===== src/rtl/layer_sequencer_if.sv =====
// rtl/layer_sequencer_if.sv - DMA read/write request streams and datapath beat strobes for layer_sequencer
// master = sequencer side, slave = DMA/datapath side.
interface layer_sequencer_if #(
  parameter int ADDR_WIDTH = 32
);
  logic                  rd_req_valid;
  logic [ADDR_WIDTH-1:0] rd_req_addr;
  logic                  rd_req_ready;
  logic                  ld_beat;
  logic                  proc_beat;
  logic                  wr_req_valid;
  logic [ADDR_WIDTH-1:0] wr_req_addr;
  logic                  wr_req_ready;
  logic                  wr_ack;

  modport master (
    output rd_req_valid, rd_req_addr, wr_req_valid, wr_req_addr,
    input  rd_req_ready, ld_beat, proc_beat, wr_req_ready, wr_ack
  );

  modport slave (
    input  rd_req_valid, rd_req_addr, wr_req_valid, wr_req_addr,
    output rd_req_ready, ld_beat, proc_beat, wr_req_ready, wr_ack
  );
endinterface


===== src/rtl/layer_sequencer.sv =====
// rtl/layer_sequencer.sv - LOAD/PROCESS/WRITEBACK per-channel sequencer advanced by real DMA handshakes
// Optional macro SEQ_WATCHDOG_EN adds a no-progress timeout driving the sticky error flag.
module layer_sequencer #(
  parameter int ADDR_WIDTH      = 32,
  parameter int DIM_WIDTH       = 12,
  parameter int CH_WIDTH        = 16,
  parameter int ADDR_STRIDE     = 2,
  parameter int MAX_OUTSTANDING = 4
`ifdef SEQ_WATCHDOG_EN
  , parameter int WDOG_LIMIT    = 100000
`endif
) (
  input  logic                  clk,
  input  logic                  rst_n,
  input  logic                  start,
  input  logic                  abort,
  input  logic [DIM_WIDTH-1:0]  cfg_width,
  input  logic [DIM_WIDTH-1:0]  cfg_height,
  input  logic [CH_WIDTH-1:0]   cfg_channels,
  input  logic [ADDR_WIDTH-1:0] cfg_in_base,
  input  logic [ADDR_WIDTH-1:0] cfg_out_base,
  layer_sequencer_if.master     dma,
  output logic [1:0]            phase,
  output logic [CH_WIDTH-1:0]   current_channel,
  output logic                  busy,
  output logic                  done,
  output logic                  error
);

  typedef enum logic [1:0] {
    S_IDLE = 2'b00,
    S_LOAD = 2'b01,
    S_PROC = 2'b10,
    S_WB   = 2'b11
  } state_t;

  localparam int PW = 2 * DIM_WIDTH;
  localparam int OW = $clog2(MAX_OUTSTANDING + 1);
  localparam logic [ADDR_WIDTH-1:0] STRIDE  = ADDR_WIDTH'(ADDR_STRIDE);
  localparam logic [OW-1:0]         MAX_OUT = OW'(MAX_OUTSTANDING);

  state_t                state_q, state_d;
  logic [CH_WIDTH-1:0]   ch_q, ch_d, last_ch_q;
  logic [ADDR_WIDTH-1:0] ch_off_q, ch_off_d;
  logic [ADDR_WIDTH-1:0] addr_q, addr_d;
  logic [ADDR_WIDTH-1:0] in_base_q, out_base_q, plane_bytes;
  logic [PW-1:0]         plane_q, issued_q, issued_d, cnt_q, cnt_d;
  logic [OW-1:0]         out_q, out_d;
  logic                  valid_q, valid_d;
  logic                  busy_q, busy_d, done_q, done_d;
  logic                  start_acc, cfg_zero, rd_acc, wr_acc, ld_dec;

`ifdef SEQ_WATCHDOG_EN
  localparam int WW = $clog2(WDOG_LIMIT + 1);
  logic [WW-1:0] wdog_q, wdog_d;
  logic          err_q, err_d, progress;
`endif

  assign dma.rd_req_valid = valid_q && (state_q == S_LOAD);
  assign dma.wr_req_valid = valid_q && (state_q == S_WB);
  assign dma.rd_req_addr  = addr_q;
  assign dma.wr_req_addr  = addr_q;

  assign rd_acc      = dma.rd_req_valid && dma.rd_req_ready;
  assign wr_acc      = dma.wr_req_valid && dma.wr_req_ready;
  assign ld_dec      = dma.ld_beat && ((out_q != '0) || rd_acc);
  assign cfg_zero    = (cfg_width == '0) || (cfg_height == '0) || (cfg_channels == '0);
  // ch*plane*stride is tracked incrementally in ch_off_q instead of multiplying per request
  assign plane_bytes = ADDR_WIDTH'(plane_q) * STRIDE;

  assign phase           = state_q;
  assign current_channel = ch_q;
  assign busy            = busy_q;
  assign done            = done_q;

  always_comb begin
    state_d   = state_q;
    ch_d      = ch_q;
    ch_off_d  = ch_off_q;
    issued_d  = issued_q;
    cnt_d     = cnt_q;
    out_d     = out_q;
    valid_d   = 1'b0;
    addr_d    = addr_q;
    busy_d    = busy_q;
    done_d    = 1'b0;
    start_acc = 1'b0;
`ifdef SEQ_WATCHDOG_EN
    err_d     = err_q;
`endif

    if (rd_acc || wr_acc) begin
      issued_d = issued_q + PW'(1);
      addr_d   = addr_q + STRIDE;
    end

    case (state_q)
      S_IDLE: begin
        // the done cycle closes the busy window; a start there is ignored
        if (done_q) begin
          busy_d = 1'b0;
        end else if (start) begin
          start_acc = 1'b1;
          busy_d    = 1'b1;
          ch_d      = '0;
          ch_off_d  = '0;
          issued_d  = '0;
          cnt_d     = '0;
          out_d     = '0;
          addr_d    = cfg_in_base;
`ifdef SEQ_WATCHDOG_EN
          err_d     = 1'b0;
`endif
          if (cfg_zero) begin
            done_d = 1'b1;
          end else begin
            state_d = S_LOAD;
            valid_d = 1'b1;
          end
        end
      end

      S_LOAD: begin
        out_d = out_q + OW'(rd_acc) - OW'(ld_dec);
        if (dma.ld_beat && (cnt_q < plane_q)) cnt_d = cnt_q + PW'(1);
        if (cnt_d == plane_q) begin
          state_d  = S_PROC;
          issued_d = '0;
          cnt_d    = '0;
          out_d    = '0;
        end else begin
          valid_d = (issued_d < plane_q) && (out_d < MAX_OUT);
        end
      end

      S_PROC: begin
        if (dma.proc_beat && (cnt_q < plane_q)) cnt_d = cnt_q + PW'(1);
        if (cnt_d == plane_q) begin
          state_d  = S_WB;
          cnt_d    = '0;
          issued_d = '0;
          valid_d  = 1'b1;
          addr_d   = out_base_q + ch_off_q;
        end
      end

      S_WB: begin
        if (dma.wr_ack && (cnt_q < plane_q)) cnt_d = cnt_q + PW'(1);
        if (cnt_d == plane_q) begin
          cnt_d    = '0;
          issued_d = '0;
          if (ch_q == last_ch_q) begin
            state_d = S_IDLE;
            done_d  = 1'b1;
          end else begin
            state_d  = S_LOAD;
            ch_d     = ch_q + CH_WIDTH'(1);
            ch_off_d = ch_off_q + plane_bytes;
            addr_d   = in_base_q + ch_off_q + plane_bytes;
            valid_d  = 1'b1;
          end
        end else begin
          valid_d = issued_d < plane_q;
        end
      end
    endcase

`ifdef SEQ_WATCHDOG_EN
    progress = rd_acc || wr_acc || dma.ld_beat || dma.proc_beat || dma.wr_ack;
    wdog_d   = '0;
    if ((state_q != S_IDLE) && !progress && (state_d == state_q)) begin
      if (wdog_q == WW'(WDOG_LIMIT - 1)) begin
        state_d  = S_IDLE;
        valid_d  = 1'b0;
        done_d   = 1'b1;
        err_d    = 1'b1;
        issued_d = '0;
        cnt_d    = '0;
        out_d    = '0;
      end else begin
        wdog_d = wdog_q + WW'(1);
      end
    end
`endif

    if (abort) begin
      state_d  = S_IDLE;
      valid_d  = 1'b0;
      busy_d   = 1'b0;
      done_d   = 1'b0;
      issued_d = '0;
      cnt_d    = '0;
      out_d    = '0;
`ifdef SEQ_WATCHDOG_EN
      err_d    = err_q;
      wdog_d   = '0;
`endif
    end
  end

  always_ff @(posedge clk or negedge rst_n) begin
    if (!rst_n) begin
      state_q    <= S_IDLE;
      ch_q       <= '0;
      ch_off_q   <= '0;
      addr_q     <= '0;
      issued_q   <= '0;
      cnt_q      <= '0;
      out_q      <= '0;
      valid_q    <= 1'b0;
      busy_q     <= 1'b0;
      done_q     <= 1'b0;
      plane_q    <= '0;
      last_ch_q  <= '0;
      in_base_q  <= '0;
      out_base_q <= '0;
    end else begin
      state_q  <= state_d;
      ch_q     <= ch_d;
      ch_off_q <= ch_off_d;
      addr_q   <= addr_d;
      issued_q <= issued_d;
      cnt_q    <= cnt_d;
      out_q    <= out_d;
      valid_q  <= valid_d;
      busy_q   <= busy_d;
      done_q   <= done_d;
      if (start_acc) begin
        plane_q    <= PW'(cfg_width) * PW'(cfg_height);
        last_ch_q  <= cfg_channels - CH_WIDTH'(1);
        in_base_q  <= cfg_in_base;
        out_base_q <= cfg_out_base;
      end
    end
  end

`ifdef SEQ_WATCHDOG_EN
  always_ff @(posedge clk or negedge rst_n) begin
    if (!rst_n) begin
      wdog_q <= '0;
      err_q  <= 1'b0;
    end else begin
      wdog_q <= wdog_d;
      err_q  <= err_d;
    end
  end

  assign error = err_q;
`else
  assign error = 1'b0;
`endif

endmodule


===== src/flat_wrapper.sv =====
// flat-port wrapper written by rule: the top's interface ports become plain ports
module layer_sequencer_flat 
#(
  parameter int ADDR_WIDTH      = 32,
  parameter int DIM_WIDTH       = 12,
  parameter int CH_WIDTH        = 16,
  parameter int ADDR_STRIDE     = 2,
  parameter int MAX_OUTSTANDING = 4

)
  (clk, rst_n, start, abort, cfg_width, cfg_height, cfg_channels, cfg_in_base, cfg_out_base, phase, current_channel, busy, done, error, dma_rd_req_valid, dma_rd_req_addr, dma_wr_req_valid, dma_wr_req_addr, dma_rd_req_ready, dma_ld_beat, dma_proc_beat, dma_wr_req_ready, dma_wr_ack);
  layer_sequencer_if #(.ADDR_WIDTH(ADDR_WIDTH)) dma_i ();
  input  logic clk;
  input  logic rst_n;
  input  logic start;
  input  logic abort;
  input  logic [DIM_WIDTH-1:0] cfg_width;
  input  logic [DIM_WIDTH-1:0] cfg_height;
  input  logic [CH_WIDTH-1:0] cfg_channels;
  input  logic [ADDR_WIDTH-1:0] cfg_in_base;
  input  logic [ADDR_WIDTH-1:0] cfg_out_base;
  output logic [1:0] phase;
  output logic [CH_WIDTH-1:0] current_channel;
  output logic busy;
  output logic done;
  output logic error;
  output wire logic [$bits(dma_i.rd_req_valid)-1:0] dma_rd_req_valid;
  output wire logic [$bits(dma_i.rd_req_addr)-1:0] dma_rd_req_addr;
  output wire logic [$bits(dma_i.wr_req_valid)-1:0] dma_wr_req_valid;
  output wire logic [$bits(dma_i.wr_req_addr)-1:0] dma_wr_req_addr;
  input wire logic [$bits(dma_i.rd_req_ready)-1:0] dma_rd_req_ready;
  input wire logic [$bits(dma_i.ld_beat)-1:0] dma_ld_beat;
  input wire logic [$bits(dma_i.proc_beat)-1:0] dma_proc_beat;
  input wire logic [$bits(dma_i.wr_req_ready)-1:0] dma_wr_req_ready;
  input wire logic [$bits(dma_i.wr_ack)-1:0] dma_wr_ack;
  assign dma_rd_req_valid = dma_i.rd_req_valid;
  assign dma_rd_req_addr = dma_i.rd_req_addr;
  assign dma_wr_req_valid = dma_i.wr_req_valid;
  assign dma_wr_req_addr = dma_i.wr_req_addr;
  assign dma_i.rd_req_ready = dma_rd_req_ready;
  assign dma_i.ld_beat = dma_ld_beat;
  assign dma_i.proc_beat = dma_proc_beat;
  assign dma_i.wr_req_ready = dma_wr_req_ready;
  assign dma_i.wr_ack = dma_wr_ack;
  layer_sequencer #(.ADDR_WIDTH(ADDR_WIDTH), .DIM_WIDTH(DIM_WIDTH), .CH_WIDTH(CH_WIDTH), .ADDR_STRIDE(ADDR_STRIDE), .MAX_OUTSTANDING(MAX_OUTSTANDING)) u_core (.clk(clk), .rst_n(rst_n), .start(start), .abort(abort), .cfg_width(cfg_width), .cfg_height(cfg_height), .cfg_channels(cfg_channels), .cfg_in_base(cfg_in_base), .cfg_out_base(cfg_out_base), .dma(dma_i), .phase(phase), .current_channel(current_channel), .busy(busy), .done(done), .error(error));
endmodule

===== config.mk =====
export PLATFORM = sky130hd
export DESIGN_NAME = layer_sequencer_flat
export DESIGN_NICKNAME = d
export VERILOG_FILES = /design/src/rtl/layer_sequencer_if.sv /design/src/rtl/layer_sequencer.sv /design/src/flat_wrapper.sv
export SDC_FILE = /design/constraint.sdc
export NUM_CORES = 1
export LEC_CHECK = 0
export CAP_MARGIN = 20
export CORE_MARGIN = 2
export CORE_UTILIZATION = 45
export DETAILED_ROUTE_END_ITERATION = 6
export GPL_TIMING_DRIVEN = 0
export PLACE_DENSITY = 0.72
export SYNTH_ARGS = -nofsm -noshare
export SYNTH_HDL_FRONTEND = slang
export SYNTH_SLANG_ARGS = --single-unit

===== constraint.sdc =====
create_clock -name clk -period 8.35 [get_ports clk]
set_input_delay 2.0875 -clock clk [delete_from_list [all_inputs] [get_ports clk]]
set_output_delay 2.0875 -clock clk [all_outputs]
set_load 0.005 [all_outputs]

# Yosys cells after proc, flatten, opt, wreduce, memory -nomap -nowiden
# Cells that the tools add are included.
# word_totals
ff_bits,240
output_inout_bits,87
# classes
multipliers,1
add_sub_neg,11
order_cmp,3
n_reduce_logical,27
mux,75
n_eq_ne,17
# ops
operator,count
$mux 24,19
$mux 32,10
$pmux 24 s4,2
$pmux 32 s3,1
$eq 24x24->1,3
$add 32x25->32,2
$add 32x32->32,2
$mux 16,4
$pmux 32 s2,1
$add 24x1->24 const B,2
$lt 24x24->1,2
$add 32x2->32 const B,1
$pmux 16 s2,1
$logic_not 12->1,2
$mul 12x12->24,1
$mux 1,22
$add 16x1->16 const B,1
$eq 16x16->1,1
$logic_not 16->1,1
$sub 16x1->16 const B,1
$ne 3x3->1 const B,5
$mux 2,7
$mux 3,4
$logic_and 1x1->1,9
19 further kinds,30

# Longest topological paths before layout
# depth
ltp_word,11
depth_mapped,24

# Worst setup path after synthesis
# OpenSTA, ideal clock, no wires.
# synth_path
path_kind,input to register
startpoint,input cfg_height[3]
endpoint,register u_core.plane_q[23]
stages,20
setup_ns,0.133
arrival_ns,7.244
path_slack_ns,0.973
cell_sequence,clkbuf_1 nand2_1 fa_1 fa_1 fa_1 inv_1 fa_1 inv_1 fa_1 inv_1 ha_1 and3_1 o311a_1 o31ai_1 o21ai_0 or3_1 a2111o_1 a31oi_1 xnor2_1 o21ai_0
# synth_via
elab_chain_cells,1
# synth_lines
item,line,rtl
from (decl),flat_wrapper.sv:18,input logic [DIM_WIDTH-1:0] cfg_height;
$mul 12x12->24,layer_sequencer.sv:229,plane_q <= PW'(cfg_width) * PW'(cfg_height);
to (signal assigned),layer_sequencer.sv:229,
to (decl),layer_sequencer.sv:47,"logic [PW-1:0] plane_q, issued_q, issued_d, cnt_q, cnt_d;"
# No other way between the ends.
# A chain may end at the register's enable or synchronous reset.

# Worst setup path in the final report
# Same ends and word-level chain as after synthesis.

==> run metrics <==
Yosys Warn Count 0; vias in the first global route 21100; Hold WC Path Type reg2reg; most instantiated library cell after synthesis nand2_1; clk slew on worst S/H paths 0.06 ns; Die Y 234 µm; Final Max Tran Viols 0; Hold Vio Cnt, Final 0; Mapped Area 23700 µm²; Root Buffer Master clkbuf_16; Nets 3516; Routed WL 79.1 mm; Max Root-Sink Buffers 3; # port buffers 197; async set-reset flop share out of synthesis 1.00; Storage cell area 5980 µm²; Cell variety after synth 87; largest net degree at the start of global routing 103; Worst Setup Start Kind input port; I/O pins 200; Total Routing Usage GR 0.292; Finished Cell Area 27700 µm²; Die W 234 µm; worst-path cell chain clkdlybuf4s50_1 > clkbuf_1 > nand2_1 > fa_1 > fa_1 > fa_1 > inv_1 > fa_1 > inv_1 > fa_1 > inv_1 > ha_1 > and3_1 > o311a_1 > o31ai_1 > o21ai_0 > or3_1 > a2111o_1 > a31oi_1 > xnor2_1 > o21ai_0; fin util 0.530; post-synth top area share 0.252; initial antenna violation count 2; Main synth FF type dfrtp_1; Post-DP HPWL 62.6 mm; CTS Buf Count 28; Cells after Synth 2835; Resized cells post-CTS 0; Max transition margin 0.273; slowest cell on the critical path fa_1; Worst Tran Pin Value 1.09 ns; H-tree depth 1; CP Max Fanout 10; Finished Layout Cells 3778; GPL Wtd Cong 1.01; number of enable flip-flop cells after synthesis 0; unrepaired setup endpoints after global routing no; setup TNS 0 ns; Critical path buffers and inverters 5; Filler cells 4929; Data required, critical path 8.81 ns; DRT iter0 DRCs 1827; area grow syn2layout 16.9%; total power draw 8660 µW; Peak VDD IR 174 µV; Final Setup Violations 0; first-pass GRT wire length 123 mm; via count 21800; clock latency on the worst-skew pair 0.61 ns; clk sinks 239; starting density of the core 0.453; min Tclk post-route 8.04 ns; Seq/Total Area, Yosys 0.252; Antenna Nets Post-Route 0; area of the multi-input gates 16300 µm²; DRC Markers 0; total core area 52300 µm²; grt ovf 0; vias per cell 5.77; DIE AREA 54500 µm²; DRT Pass-1 Iters 6; top cells by count, synth nand2_1, dfrtp_1, ha_1; pwr/cell area 312 nW/µm²; #FFs+latches synth 239; setup bufs post-CTS 0; crit end category flop; Final Cycle Share 0.963; cell accounting for the most synthesized area dfrtp_1; crit-path most repeated cell fa_1; Hold Buf Count CTS 0; Leak Pwr 0.0130 µW; Worst Skew 0.0198 ns; FP Rows 84; Syn Area/Cell 8.36 µm²; routed wire length per instance 20.9 µm; Crit Path Class in2reg; worst path arrival time 8.50 ns; Max Clk Rate 124 MHz; area post-placement 26600 µm²; synth top area cells dfrtp_1, ha_1, fa_1; Max Cap Violations 0; cell family with most CP delay adder cells; CTS tree built; number of placed instances, taps included 3725; Crit path largest cell delay 0.59 ns; outcome finished, final reports clean; layout cells sized above 1 0.0463
==> where the power goes <==
| group | internal, µW | switching [µW] | total [µW] |
|---|---|---|---|
| Clock | 897 | 571 | 1470 |
| Sequential | 1490 | 517 | 2010 |
| Combinational | 2220 | 2960 | 5180 |
| Total | 4610 | 4050 | 8660 |
==> cell type report <==
class                           count  share of cell area
Clock inverter                     19              0.0124
Tap cell                          688              0.0310
Antenna cell                        1           0.0000903
Timing Repair Buffer              201              0.0737
Multi-Input combinational cell   2255               0.588
Sequential cell                   239               0.216
Buffer                            145              0.0253
Clock buffer                       33              0.0270
Inverter                          197              0.0267
==> cell families after synthesis <==
logic type | Yosys count | synth area share
adder cells (fa/ha/maj) | 336 | 0.217
XOR/XNOR | 239 | 0.0883
AND/OR/NAND/NOR | 1074 | 0.214
AO/OA/AOI/OAI | 591 | 0.162
flip-flops | 239 | 0.252
multiplexers | 13 | 0.00575
buffers and inverters | 342 | 0.0608
other | 1 | 0.000158
==> routing by layer <==
layer / wire (µm) / part of all wire / global-route usage / vias up
met5: 18 / 0.00023 / 0 / -
met4: 3170 / 0.040 / 0.108 / 4
met3: 7440 / 0.094 / 0.0532 / 172
met2: 33700 / 0.43 / 0.444 / 959
met1: 34800 / 0.44 / 0.412 / 10500
li1: - / - / - / 10200
==> metrics by stage <==
stage               setup WS, ns  hold WS (ns)
finish                     0.311         0.470
global route              0.0165         0.501
CTS                        0.338         0.484
detailed placement        -0.282         0.469
global placement           -5.38         0.456
floorplan                  0.973         0.446
==> worst reg2reg max path: cells and delay by family (launching register included) <==
family          cells  cell delay, ns
flops               1            0.45
fa+ha+maj           1            0.35
simple gates        6            1.65
mux                 1            0.20
buf+inv             5            1.68
compound gates      5            1.76
==> worst paths after layout <==
check                                               startpoint  cells past startpoint                                    to  slack [ns]
worst max-delay path                             cfg_height[3]                     21        u_core.plane_q[23]$_DFFE_PN0P_        0.31
worst min-delay path                     u_core.done$_DFF_PN0_                      1               u_core.busy$_DFFE_PN0P_        0.47
worst max register to register  u_core.plane_q[19]$_DFFE_PN0P_                     18           u_core.cnt_q[2]$_DFFE_PN0P_        2.10
worst min register to register           u_core.done$_DFF_PN0_                      1               u_core.busy$_DFFE_PN0P_        0.47
max in group asynchronous                                rst_n                      3  u_core.dma.rd_req_addr[28]$_DFF_PN0_        5.67
min in group asynchronous                                rst_n                      1         u_core.issued_q[22]$_DFF_PN0_        1.37
==> layout by cell type (no fill, tap or decap), types with 26 or more instances in the layout <==
cell type,synthesis,layout
a21o_1,36,36
a21oi_1,130,130
a31oi_1,29,29
and2_1,77,77
and3_1,31,31
buf_4,35,36
clkbuf_1,88,90
clkbuf_16,0,28
clkdlybuf4s50_1,0,196
dfrtp_1,239,239
fa_1,127,127
ha_1,209,209
inv_1,197,197
nand2_1,496,496
nand2b_1,38,38
nand3_1,59,59
nand4_1,49,49
nor2_1,160,160
nor3_1,55,55
nor4_1,27,26
o21a_1,39,39
o21ai_0,150,150
xnor2_1,129,129
xor2_1,110,110
==> flip-flops by register name, summed over array words and instances (netlist names), 2 cells and up <==
signal	cells
u_core.phase	2
u_core.current_channel	16
u_core.out_q	3
u_core.cnt_q	24
u_core.in_base_q	32
u_core.ch_off_q	31
u_core.dma.rd_req_addr	32
u_core.last_ch_q	16
u_core.issued_q	24
u_core.plane_q	24
u_core.out_base_q	32
(Power assumes the default switching activity.)
